File: src/rtl/id_counter_dco_pkg.sv
// ----------------------------------------------------------------------------
// pll_pkg
//   Shared types for the digital PLL DCO stage.
//   shift_req_e : outstanding phase-correction request (none / advance / retard)
//   decode_req  : turns the loop filter's pulse pair into a single request;
//                 simultaneous or absent pulses mean "no request".
// ----------------------------------------------------------------------------
package pll_pkg;

    typedef enum logic [1:0] {
        P_NONE = 2'd0,
        P_ADV  = 2'd1,
        P_RET  = 2'd2
    } shift_req_e;

    function automatic shift_req_e decode_req(input logic pos, input logic neg);
        shift_req_e req;
        req = P_NONE;
        if (pos && !neg) begin
            req = P_ADV;
        end else if (neg && !pos) begin
            req = P_RET;
        end
        return req;
    endfunction

endpackage

File: src/rtl/id_counter_dco_latch.sv
// ----------------------------------------------------------------------------
// shift_request_latch
//   Holds at most one outstanding phase correction for the DCO.
//   Opposite-direction requests cancel; same-direction repeats are ignored.
//   On the apply strobe the held request is consumed and replaced by this
//   cycle's decoded request (never merged with the consumed one).
// Ports
//   clk_i            in  system clock
//   reset_i          in  synchronous active-low reset
//   positiveShift_i  in  advance request pulse
//   negativeShift_i  in  retard request pulse
//   apply_i          in  correction is being applied this cycle
//   pending_o        out currently outstanding request
// ----------------------------------------------------------------------------
module shift_request_latch
    import pll_pkg::*;
(
    input  logic       clk_i,
    input  logic       reset_i,
    input  logic       positiveShift_i,
    input  logic       negativeShift_i,
    input  logic       apply_i,
    output shift_req_e pending_o
);

    shift_req_e r_state;
    shift_req_e w_next;
    shift_req_e w_req;

    always_ff @(posedge clk_i) begin
        if (!reset_i) begin
            r_state <= P_NONE;
        end else begin
            r_state <= w_next;
        end
    end

    always_comb begin
        w_req  = decode_req(positiveShift_i, negativeShift_i);
        w_next = r_state;
        if (apply_i) begin
            w_next = w_req;
        end else begin
            case (r_state)
                P_NONE:  w_next = w_req;
                P_ADV:   if (w_req == P_RET) w_next = P_NONE;
                P_RET:   if (w_req == P_ADV) w_next = P_NONE;
                default: w_next = P_NONE;
            endcase
        end
    end

    assign pending_o = r_state;

endmodule

File: src/rtl/id_counter_dco.sv
// ----------------------------------------------------------------------------
// id_counter_dco
//   Increment/decrement counter DCO. Divides clk_i by DIV_N and applies the
//   loop filter's advance/retard pulses, at most one per recovered period,
//   by shortening or lengthening the period by one clk_i cycle.
//   Optional macro ID_DCO_STATS_EN adds saturating correction counters;
//   without it both counter ports are tied to zero.
// Ports
//   clk_i            in  system clock (DCO reference)
//   reset_i          in  synchronous active-low reset
//   enable_i         in  1 = phase advances, 0 = phase holds
//   positiveShift_i  in  advance request pulse
//   negativeShift_i  in  retard request pulse
//   recoveredClk_o   out phase MSB (high for DIV_N/2..DIV_N-1)
//   samplePulse_o    out 1-cycle mid-bit strobe, one cycle after phase hits DIV_N/2
//   phase_o          out current phase count
//   shiftApplied_o   out 1-cycle pulse after a correction is applied
//   advanceCount_o   out applied advances (ID_DCO_STATS_EN only)
//   retardCount_o    out applied retards (ID_DCO_STATS_EN only)
// ----------------------------------------------------------------------------
module id_counter_dco
    import pll_pkg::*;
#(
    parameter int DIV_N   = 16,
    parameter int PHASE_W = $clog2(DIV_N),
    parameter int STATS_W = 16
) (
    input  logic               clk_i,
    input  logic               reset_i,
    input  logic               enable_i,
    input  logic               positiveShift_i,
    input  logic               negativeShift_i,
    output logic               recoveredClk_o,
    output logic               samplePulse_o,
    output logic [PHASE_W-1:0] phase_o,
    output logic               shiftApplied_o,
    output logic [STATS_W-1:0] advanceCount_o,
    output logic [STATS_W-1:0] retardCount_o
);

    localparam logic [PHASE_W-1:0] PH_LAST = PHASE_W'(DIV_N - 1);
    localparam logic [PHASE_W-1:0] PH_HALF = PHASE_W'(DIV_N / 2);

    logic [PHASE_W-1:0] r_phase;
    logic [PHASE_W-1:0] w_phaseNext;
    logic               r_retHold;
    logic               r_changed;
    logic               r_sample;
    logic               r_applied;
    logic               w_apply;
    logic               w_applyAdv;
    logic               w_applyRet;
    shift_req_e         w_pending;

    shift_request_latch u_latch (
        .clk_i           (clk_i),
        .reset_i         (reset_i),
        .positiveShift_i (positiveShift_i),
        .negativeShift_i (negativeShift_i),
        .apply_i         (w_apply),
        .pending_o       (w_pending)
    );

    // r_retHold marks the extra DIV_N-1 cycle after a retard; a request
    // captured at the retard's apply point must wait for the next period
    // instead of firing on that repeated last phase.
    assign w_apply    = enable_i && (r_phase == PH_LAST) &&
                        (w_pending != P_NONE) && !r_retHold;
    assign w_applyAdv = w_apply && (w_pending == P_ADV);
    assign w_applyRet = w_apply && (w_pending == P_RET);

    // DIV_N is a power of two, so the natural PHASE_W wrap is the modulo.
    always_comb begin
        w_phaseNext = r_phase;
        if (enable_i) begin
            if (w_applyAdv) begin
                w_phaseNext = r_phase + PHASE_W'(2);
            end else if (!w_applyRet) begin
                w_phaseNext = r_phase + PHASE_W'(1);
            end
        end
    end

    always_ff @(posedge clk_i) begin
        if (!reset_i) begin
            r_phase   <= '0;
            r_retHold <= 1'b0;
            r_changed <= 1'b0;
            r_sample  <= 1'b0;
            r_applied <= 1'b0;
        end else begin
            r_phase   <= w_phaseNext;
            r_retHold <= w_applyRet ? 1'b1 : (enable_i ? 1'b0 : r_retHold);
            r_changed <= (w_phaseNext != r_phase);
            // Only a fresh arrival at mid-phase strobes; a frozen phase does not.
            r_sample  <= r_changed && (r_phase == PH_HALF);
            r_applied <= w_apply;
        end
    end

`ifdef ID_DCO_STATS_EN
    logic [STATS_W-1:0] r_advCnt;
    logic [STATS_W-1:0] r_retCnt;

    // Counters step on the same edge that raises shiftApplied_o.
    always_ff @(posedge clk_i) begin
        if (!reset_i) begin
            r_advCnt <= '0;
            r_retCnt <= '0;
        end else begin
            if (w_applyAdv && (r_advCnt != '1)) begin
                r_advCnt <= r_advCnt + STATS_W'(1);
            end
            if (w_applyRet && (r_retCnt != '1)) begin
                r_retCnt <= r_retCnt + STATS_W'(1);
            end
        end
    end

    assign advanceCount_o = r_advCnt;
    assign retardCount_o  = r_retCnt;
`else
    assign advanceCount_o = '0;
    assign retardCount_o  = '0;
`endif

    assign phase_o        = r_phase;
    assign recoveredClk_o = r_phase[PHASE_W-1];
    assign samplePulse_o  = r_sample;
    assign shiftApplied_o = r_applied;

endmodule
File: config.mk
export PLATFORM = sky130hd
export DESIGN_NAME = id_counter_dco
export DESIGN_NICKNAME = d
export VERILOG_FILES = /design/src/rtl/id_counter_dco_pkg.sv /design/src/rtl/id_counter_dco_latch.sv /design/src/rtl/id_counter_dco.sv
export SDC_FILE = /design/constraint.sdc
export NUM_CORES = 1
export LEC_CHECK = 0
export CORE_ASPECT_RATIO = 1.1
export CORE_MARGIN = 2
export CORE_UTILIZATION = 41
export CTS_CLUSTER_DIAMETER = 30
export DETAILED_ROUTE_END_ITERATION = 12
export MAX_ROUTING_LAYER = met4
export PLACE_DENSITY = 0.79
export SYNTH_ARGS = -nofsm -noshare
export SYNTH_HDL_FRONTEND = slang
export SYNTH_SLANG_ARGS = --single-unit
File: constraint.sdc
create_clock -name clk_i -period 3.9 [get_ports clk_i]
set_clock_uncertainty 0.05 [all_clocks]
set_input_delay 0.78 -clock clk_i [delete_from_list [all_inputs] [get_ports clk_i]]
set_output_delay 0.78 -clock clk_i [all_outputs]
set_load 0.05 [all_outputs]
==> results of run 1 <==
[per-stage QoR]
step	hold slack (ps)	instances	setup slack, ps
finish	390.6	139	1470
CTS	390.1	139	1476
global placement	376.5	136	1552
global route	400.5	139	1423
floorplan	356.8	132	2050
detailed placement	381.7	136	1498
[state kept, by name, indices dropped and copies added, names as in the netlist]
| register | cells |
|---|---|
| phase_o | 4 |
| samplePulse_o | 1 |
| u_latch.pending_o | 2 |
| shiftApplied_o | 1 |
| r_changed | 1 |
| r_retHold | 1 |
[cell usage after synthesis, drive strengths merged]
master   number
ha            3
buf          34
a211o         1
conb          1
nand4bb       1
a21oi         4
clkbuf        1
nor3          1
or3           2
nand2b        2
inv           4
and3          4
o32ai         1
mux2i         2
a211oi        1
nor4b         1
nand2        11
nor2b         1
dfxtp        10
o21ai         5
a311oi        1
nand4b        1
and4b         1
o211a         1
a21boi        2
nand3         1
nor2          4
[per-layer routing]
| metal | wire [µm] | up-vias |
|---|---|---|
| met5 | 0 | - |
| met4 | 19 | 0 |
| met3 | 103 | 2 |
| met2 | 642 | 32 |
| met1 | 537 | 280 |
| li1 | - | 298 |
[power by group through the flow]
stage	Combinational, µW	Sequential (µW)	Clock [µW]
final	100	111	70.4
after global routing	105	112	76.3
after CTS	99.6	111	70.4
after detailed placement	99.4	114	0
after global placement	97.7	113	0
after floorplan	108	119	0
[worst paths after layout]
check             slack (ps)             to  cells after the start
setup / recovery        1470     phase_o[2]                      1
hold / removal           390  samplePulse_o                      2
setup reg to reg        2250     phase_o[0]                      5
hold reg to reg          390  samplePulse_o                      2
[final cells by class]
cell class | count | area, µm² | area share (%)
timing repair buffer | 11 | 110.1 | 13.02
tap | 28 | 35.03 | 4.142
sequential | 10 | 200.2 | 23.67
inverter | 4 | 15.01 | 1.775
clock buffer | 3 | 22.52 | 2.663
multi-input combinational | 83 | 462.9 | 54.73
[kinds of logic (layout without fill, tap and decap cells)]
kind of cell	after synthesis	in the layout	share of synthesized area, %
buf+inv	39	18	33.79
other cells	1	32	0.4541
mux	2	2	2.424
simple gates	30	30	21.97
fa+ha+maj	3	3	4.546
compound gates	16	16	12.58
flops	10	10	24.24
==> run metrics, run 1 <==
fin. max-slew vios=0; Core Util, Final=43.22%; CP peak stage delay=~860 ps; drt via density=4.403; n_diodes=0; I/O pins=44; CTS sink count=10; Critical Path AT=~1600 ps; Max VDD drop=around 140 µV; FMAX=around 400 MHz; Wirelength per Cell=between 9 and 10 µm; startpoint types=register; commonest non-fill, non-tap cell in the layout=conb_1; Core ar.=between 1500 and 2000 µm²; final cycle utilization of the critical path=between 60 and 70%; worst r2r src=phase_o[0]; initial antenna violation count=0; hold buffer count at CTS=0; Initial Utilization=a little over two fifths; via count=around 610; post-DP HPWL=between 1000 and 1500 µm; Max Buffers Root-to-Sink=2; CTS Buf Count=3; Int Pwr=between 150 and 200 µW; RePlAce Congestion=0.8362; CP cell instances=clkdlybuf4s50_1; top post-synthesis cells by area=buf_4 30%, dfxtp_1 24%, nand2_1 5.0%; Worst path top cell family by delay=buffers and inverters; post-synthesis sequential area ratio=roughly a quarter; GRT overflow=0; # Post-CTS Setup Buffers=0; GR Layer Usage met2=17.58%; Initial DRC Count=20; #FFs+latches synth=10; fillcell total=approximately 210; layer with the highest usage=met2; clock share of power=around a quarter; power density over cell area=between 300 and 400 nW/µm²; global-route track usage on met3=2.120%; largest area contributor in the netlist=buf_4; Pwr Total=282.1 µW; Ys Warns=0; DRC viols=0; Yosys cell types=29; crit path from=phase_o[2]; synthesized instance count=101; # setup viols final=0; CTS H-Tree Depth=1; Final ANT Viol Nets=0; 1st-pass router iterations=4; root buf cell=clkbuf_4; pin count of the biggest net entering global routing=12; RSZ-0062 raised after global routing=false; sequential power share=roughly 39%; Clk pin slew, worst setup/hold paths=~60 ps; kind of end point of the critical path=output pin; row count=17; Nets=approximately 120; global-route usage over all layers=a little under an eighth; final instance area=between 800 and 900 µm²; Switching Fraction=between 40% and 50%; final hold violation count=0; slowest cell on the critical path=clkdlybuf4s50_1; PortBufs=11; Die ar.=2390 µm²; Leak Pwr=~0.00040 µW; worst path buffer plus inverter count=1; Clock Latency Late Sink=260 ps; vias in the first global route=roughly 500; setup TNS=0 ps; first-pass GRT wire length=1994 µm; Crit Path Category=register to output pin; Required @ worst endpoint=between 3000 and 4000 ps; Layout area overhead=2.424%; post_cts resized=0; beginning of the worst hold path=r_changed; min Tclk post-route=between 2000 and 2500 ps; Mapped Avg Cell Area=8.176 µm²; max-cap viol count=0; M1 GR Usage=14.62%; placed cell area=~820 µm²; proportion of layout cells with a drive suffix above 1=4.505%; Die H=a little over 50 µm; CTS tree=built; most frequent cells in the layout=32 x conb_1, 11 x nand2_1, 11 x clkdlybuf4s50_1; Yosys top cell area share=between 30% and 40%; worst hold path class=register to register; Chip Width=approximately 47 µm; Switch Pwr=~130 µW; Netlist Area Pre-Place=~830 µm²; Routed WL=between 1000 and 1500 µm; combinational power share=35.6%; outcome=finished clean; CP max FO=8
(Power assumes the default switching activity.)
==> run 2: changes to the inputs <==
--- a/config.mk
+++ b/config.mk
@@ -7,11 +7,11 @@
 export LEC_CHECK = 0
 export CORE_ASPECT_RATIO = 1.1
 export CORE_MARGIN = 2
-export CORE_UTILIZATION = 41
+export CORE_UTILIZATION = 38
 export CTS_CLUSTER_DIAMETER = 30
 export DETAILED_ROUTE_END_ITERATION = 12
 export MAX_ROUTING_LAYER = met4
-export PLACE_DENSITY = 0.79
+export PLACE_DENSITY = 0.74
 export SYNTH_ARGS = -nofsm -noshare
 export SYNTH_HDL_FRONTEND = slang
 export SYNTH_SLANG_ARGS = --single-unit
==> constraint.sdc (replaced) <==
create_clock -name clk_i -period 2.4 [get_ports clk_i]
set_clock_uncertainty 0.05 [all_clocks]
set_input_delay 0.48 -clock clk_i [delete_from_list [all_inputs] [get_ports clk_i]]
set_output_delay 0.48 -clock clk_i [all_outputs]
set_load 0.05 [all_outputs]
==> run 2 against run 1 <==
Sequential cell count unchanged. First-iteration DRC count increased by 20%. Die area increased by 7.2%. Non-clock buffer count unchanged. Final area unchanged. Largest cell class unchanged. Largest power group unchanged.
==> run metrics, run 2 (synthesis gave the netlist of run 1 again) <==
global-route track usage on met3=1.977% (-0.14 points); Final ANT Viol Nets=0 (unchanged); Chip Width=48.45 µm (+3.5%); Initial Utilization=40.87% (-1.3 points); 1st-pass router iterations=4 (unchanged); Required @ worst endpoint=1870 ps (-1200 ps); final instance area=845.8 µm² (unchanged); setup TNS=0 ps (unchanged); CTS sink count=10 (unchanged); Pwr Total=456.8 µW (+62%); CP max FO=8 (unchanged); Leak Pwr=0.0004043 µW (unchanged); Die H=52.89 µm (+3.6%); most frequent cells in the layout=32 x conb_1, 11 x nand2_1, 11 x clkdlybuf4s50_1; DRC viols=0 (unchanged); commonest non-fill, non-tap cell in the layout=conb_1; proportion of layout cells with a drive suffix above 1=4.505% (unchanged); Placed Cells=136 (unchanged); layer with the highest usage=met2; startpoint types=register; hold buffer count at CTS=0 (unchanged); row count=17 (unchanged); vias in the first global route=472 (-5.8%); CTS Buf Count=3 (unchanged); WHS=402.2 ps (+11.63 ps); Critical Path AT=1590 ps (about the same); # Post-CTS Setup Buffers=0 (unchanged); RSZ-0062 raised after global routing=false; # setup viols final=0 (unchanged); Initial DRC Count=24 (+20%); post_cts resized=0 (unchanged); CTS H-Tree Depth=1 (unchanged); worst hold path class=register to register; via count=603 (-1.5%); Die ar.=2562 µm² (+7.2%); Core ar.=2021 µm² (+3.3%); relative slew slack=around 66%; outcome=finished clean; root buf cell=clkbuf_4; fin. max-slew vios=0 (unchanged); max-cap viol count=0 (unchanged); GRT overflow=0 (unchanged); post-DP HPWL=1012 µm (-0.22%); Max VDD drop=187.6 µV (+37%); n_diodes=0 (unchanged); I/O pins=44 (unchanged); global-route usage over all layers=10.72% (-1.1 points); min Tclk post-route=~2100 ps; final cycle utilization of the critical path=88.33%; Post-Layout Cell Count=139 (unchanged); Crit Path Category=register to output pin; Max Buffers Root-to-Sink=2 (unchanged); Worst path top cell family by delay=buffers and inverters; max reg flops=4 (unchanged); M1 GR Usage=11.03% (-3.6 points); pin count of the biggest net entering global routing=12 (unchanged); RePlAce Congestion=0.8356 (about the same); initial antenna violation count=0 (unchanged); FMAX=471.7 MHz; slowest cell on the critical path=clkdlybuf4s50_1; final hold violation count=0 (unchanged); kind of end point of the critical path=output pin; placed cell area=823.3 µm² (unchanged); drt via density=4.338 (-1.5%); Routed WL=1306 µm (+0.15%); CP peak stage delay=860 ps (about the same); CP cell instances=clkdlybuf4s50_1; power density over cell area=540.1 nW/µm² (+62%); first-pass GRT wire length=2014 µm (+1.0%); CTS tree=built; Layout area overhead=2.424% (unchanged); worst path buffer plus inverter count=1 (unchanged); PortBufs=11 (unchanged); GR Layer Usage met2=18.52% (+0.94 points); Slew @ Worst Pin=approximately 510 ps; Clock Latency Late Sink=260 ps (about the same); Clk pin slew, worst setup/hold paths=60 ps (about the same); Nets=121 (unchanged); Wirelength per Cell=9.396 µm (+0.15%)
==> run 2: layer usage <==
metal / vias to the layer above / share of wire (%)
li1: 294 / -
met1: 273 / 41
met2: 34 / 49
met3: 2 / 8.5
met4: 0 / 1.2
met5: - / 0
==> run 2: path summary, 6_finish.rpt <==
path / from / end / slack (ps) / cells past startpoint
max reg2reg: phase_o[0] / phase_o[0] / 740 / 5
min reg2reg: r_changed / samplePulse_o / 400 / 2
min: r_changed / samplePulse_o / 400 / 2
max: phase_o[3] / phase_o[3] / 280 / 1
==> run 2: cell type report <==
| class | count | area (µm²) |
|---|---|---|
| fill | 203 | 1175 |
| multi-input combinational | 83 | 462.9 |
| sequential | 10 | 200.2 |
| timing repair buffer | 11 | 110.1 |
| tap | 28 | 35.03 |
| clock buffer | 3 | 22.52 |
| inverter | 4 | 15.01 |
==> run 2: worst min-delay path: stages (launching register included) <==
cell and delay, ps:
dfxtp_1 300, nand2_1 60, nor3_1 50
==> run 2: report_power, final <==
group	leakage, µW	internal [µW]	switching, µW	total, µW
Combinational	0.000309	24.2	138	163
Clock	0.0000138	57.9	55.8	114
Sequential	0.0000816	172	8.61	181
Total	0.000404	254	203	457
==> run 2: metrics by stage <==
| step | setup slack (ps) | util [%] |
|---|---|---|
| global placement | 343.0 | 40.74 |
| floorplan | 555.4 | - |
| detailed placement | 272.9 | 40.74 |
| global route | 221.9 | 41.86 |
| finish | 280.1 | 41.86 |
| CTS | 256.6 | 41.86 |
==> run 3: changes to the inputs <==
--- a/config.mk
+++ b/config.mk
@@ -12,6 +12,7 @@
 export DETAILED_ROUTE_END_ITERATION = 12
 export MAX_ROUTING_LAYER = met4
 export PLACE_DENSITY = 0.74
+export REMOVE_ABC_BUFFERS = 1
 export SYNTH_ARGS = -nofsm -noshare
 export SYNTH_HDL_FRONTEND = slang
 export SYNTH_SLANG_ARGS = --single-unit
==> run 3 against run 2 <==
Total power down 1.1%. Largest cell class unchanged. Critical endpoint is now phase_o[2]. Clock-buffer cell count is the same. Critical path type unchanged. Via count increased by 2.5%.
==> run metrics, run 3 (synthesis gave the netlist of run 1 again) <==
vias in the first global route=488 (+3.4%); max-cap viol count=0 (unchanged); Core Util, Final=41.86% (unchanged); reg2reg setup slack=720 ps (-20 ps); hold buffer count at CTS=0 (unchanged); Die ar.=2562 µm² (unchanged); slowest cell on the critical path=clkdlybuf4s50_1; relative slew slack=66.55% (+0.50 points); sequential power share=40.1% (+0.6 points); worst hold path class=register to register; Nets=121 (unchanged); Die H=52.89 µm (unchanged); Switch Pwr=197.9 µW (-2.4%); Switching Fraction=43.81% (-0.56 points); CTS tree=built; Max Buffers Root-to-Sink=2 (unchanged); power density over cell area=534.0 nW/µm² (-1.1%); # setup viols final=0 (unchanged); Slew @ Worst Pin=500.1 ps (-7.491 ps); fillcell total=218 (+7.4%); worst path buffer plus inverter count=1 (unchanged); Required @ worst endpoint=1870 ps (about the same); global-route usage over all layers=10.72% (unchanged); GRT overflow=0 (unchanged); final hold violation count=0 (unchanged); n_diodes=0 (unchanged); Max VDD drop=303.6 µV (+62%); kind of end point of the critical path=output pin; placed cell area=823.3 µm² (unchanged); combinational power share=35.8% (+0.2 points); CP max FO=8 (unchanged); post_cts resized=0 (unchanged); setup TNS=0 ps (unchanged); min Tclk post-route=2111 ps (-9.162 ps); CTS sink count=10 (unchanged); CP cell instances=clkdlybuf4s50_1; row count=17 (unchanged); Initial Utilization=40.87% (unchanged); RSZ-0062 raised after global routing=false; worst r2r src=phase_o[0]; CTS Buf Count=3 (unchanged); Chip Width=48.45 µm (unchanged); commonest non-fill, non-tap cell in the layout=conb_1; max reg flops=4 (unchanged); Layout area overhead=2.424% (unchanged); FMAX=473.8 MHz (+0.43%); clock share of power=24.1% (-0.8 points); root buf cell=clkbuf_4; first-pass GRT wire length=2007 µm (-0.35%); final instance area=845.8 µm² (unchanged); beginning of the worst hold path=r_changed; Clock Latency Late Sink=260 ps (about the same); Routed WL=1280 µm (-2.0%); fin. max-slew vios=0 (unchanged); # Post-CTS Setup Buffers=0 (unchanged); CP peak stage delay=860 ps (about the same); outcome=finished clean; crit path from=phase_o[2]; Leak Pwr=0.0004043 µW (unchanged); DRC viols=0 (unchanged); Pwr Total=451.7 µW (-1.1%); drt via density=4.446 (+2.5%); pin count of the biggest net entering global routing=12 (unchanged); initial antenna violation count=0 (unchanged); Int Pwr=253.8 µW (-0.13%); Seq. cell area=200.2 µm² (unchanged); via count=618 (+2.5%); Multi-input gate area=462.9 µm² (unchanged); startpoint types=register; post-DP HPWL=1001 µm (-1.1%); I/O pins=44 (unchanged); CTS H-Tree Depth=1 (unchanged); RePlAce Congestion=0.8389 (+0.39%); Final ANT Viol Nets=0 (unchanged); Worst path top cell family by delay=buffers and inverters; proportion of layout cells with a drive suffix above 1=4.505% (unchanged); Crit Path Category=register to output pin; PortBufs=11 (unchanged); Core ar.=2021 µm² (unchanged); Critical Path AT=1580 ps (about the same); Initial DRC Count=12 (-50%); final cycle utilization of the critical path=87.95% (-0.38 points); Wirelength per Cell=9.209 µm (-2.0%); WHS=387.7 ps (-14.51 ps); most frequent cells in the layout=32 x conb_1, 11 x nand2_1, 11 x clkdlybuf4s50_1; Clk pin slew, worst setup/hold paths=60 ps (about the same); 1st-pass router iterations=4 (unchanged)
run 3: cell counts in the layout (fill, tap and decap cells not counted):
Identical to the previous run, type by type.
run 3: power groups by stage:
stage	logic (µW)	registers (µW)	clock network [µW]
2_1_floorplan	130	193	0
3_3_place_gp	159	184	0
3_5_place_dp	161	185	0
4_1_cts	161	181	113
5_1_grt	170	182	120
6_report	162	181	109
run 3: area by class of cell:
cell class / count / share of cell area, %
inverter: 4 / 1.775
multi-input combinational: 83 / 54.73
sequential: 10 / 23.67
clock buffer: 3 / 2.663
timing repair buffer: 11 / 13.02
tap: 28 / 4.142
run 3: path summary, 6_finish.rpt:
| kind | endpoint | cells past startpoint |
|---|---|---|
| min | samplePulse_o | 2 |
| max | phase_o[2] | 1 |
| min reg2reg | samplePulse_o | 2 |
| max reg2reg | phase_o[0] | 5 |
run 3: layer usage:
layer	GRT usage, %	part of all wire, %	vias up
li1	-	-	302
met1	12.24	42	274
met2	16.90	47	40
met3	1.977	9.7	2
met4	8.571	1.9	0
met5	-	0	-
run 3: worst reg2reg max path: cells and delay by family (launching register included):
family	cells	cell delay, ps
compound gates	1	60
fa+ha+maj	1	270
flops	1	430
simple gates	3	760
run 3: metrics by stage:
step	std cells	worst slack (ps)
after floorplan	97	405.7
final	139	289.3
after global routing	139	215.8
after CTS	139	274.7
after detailed placement	136	280.3
after global placement	136	346.0
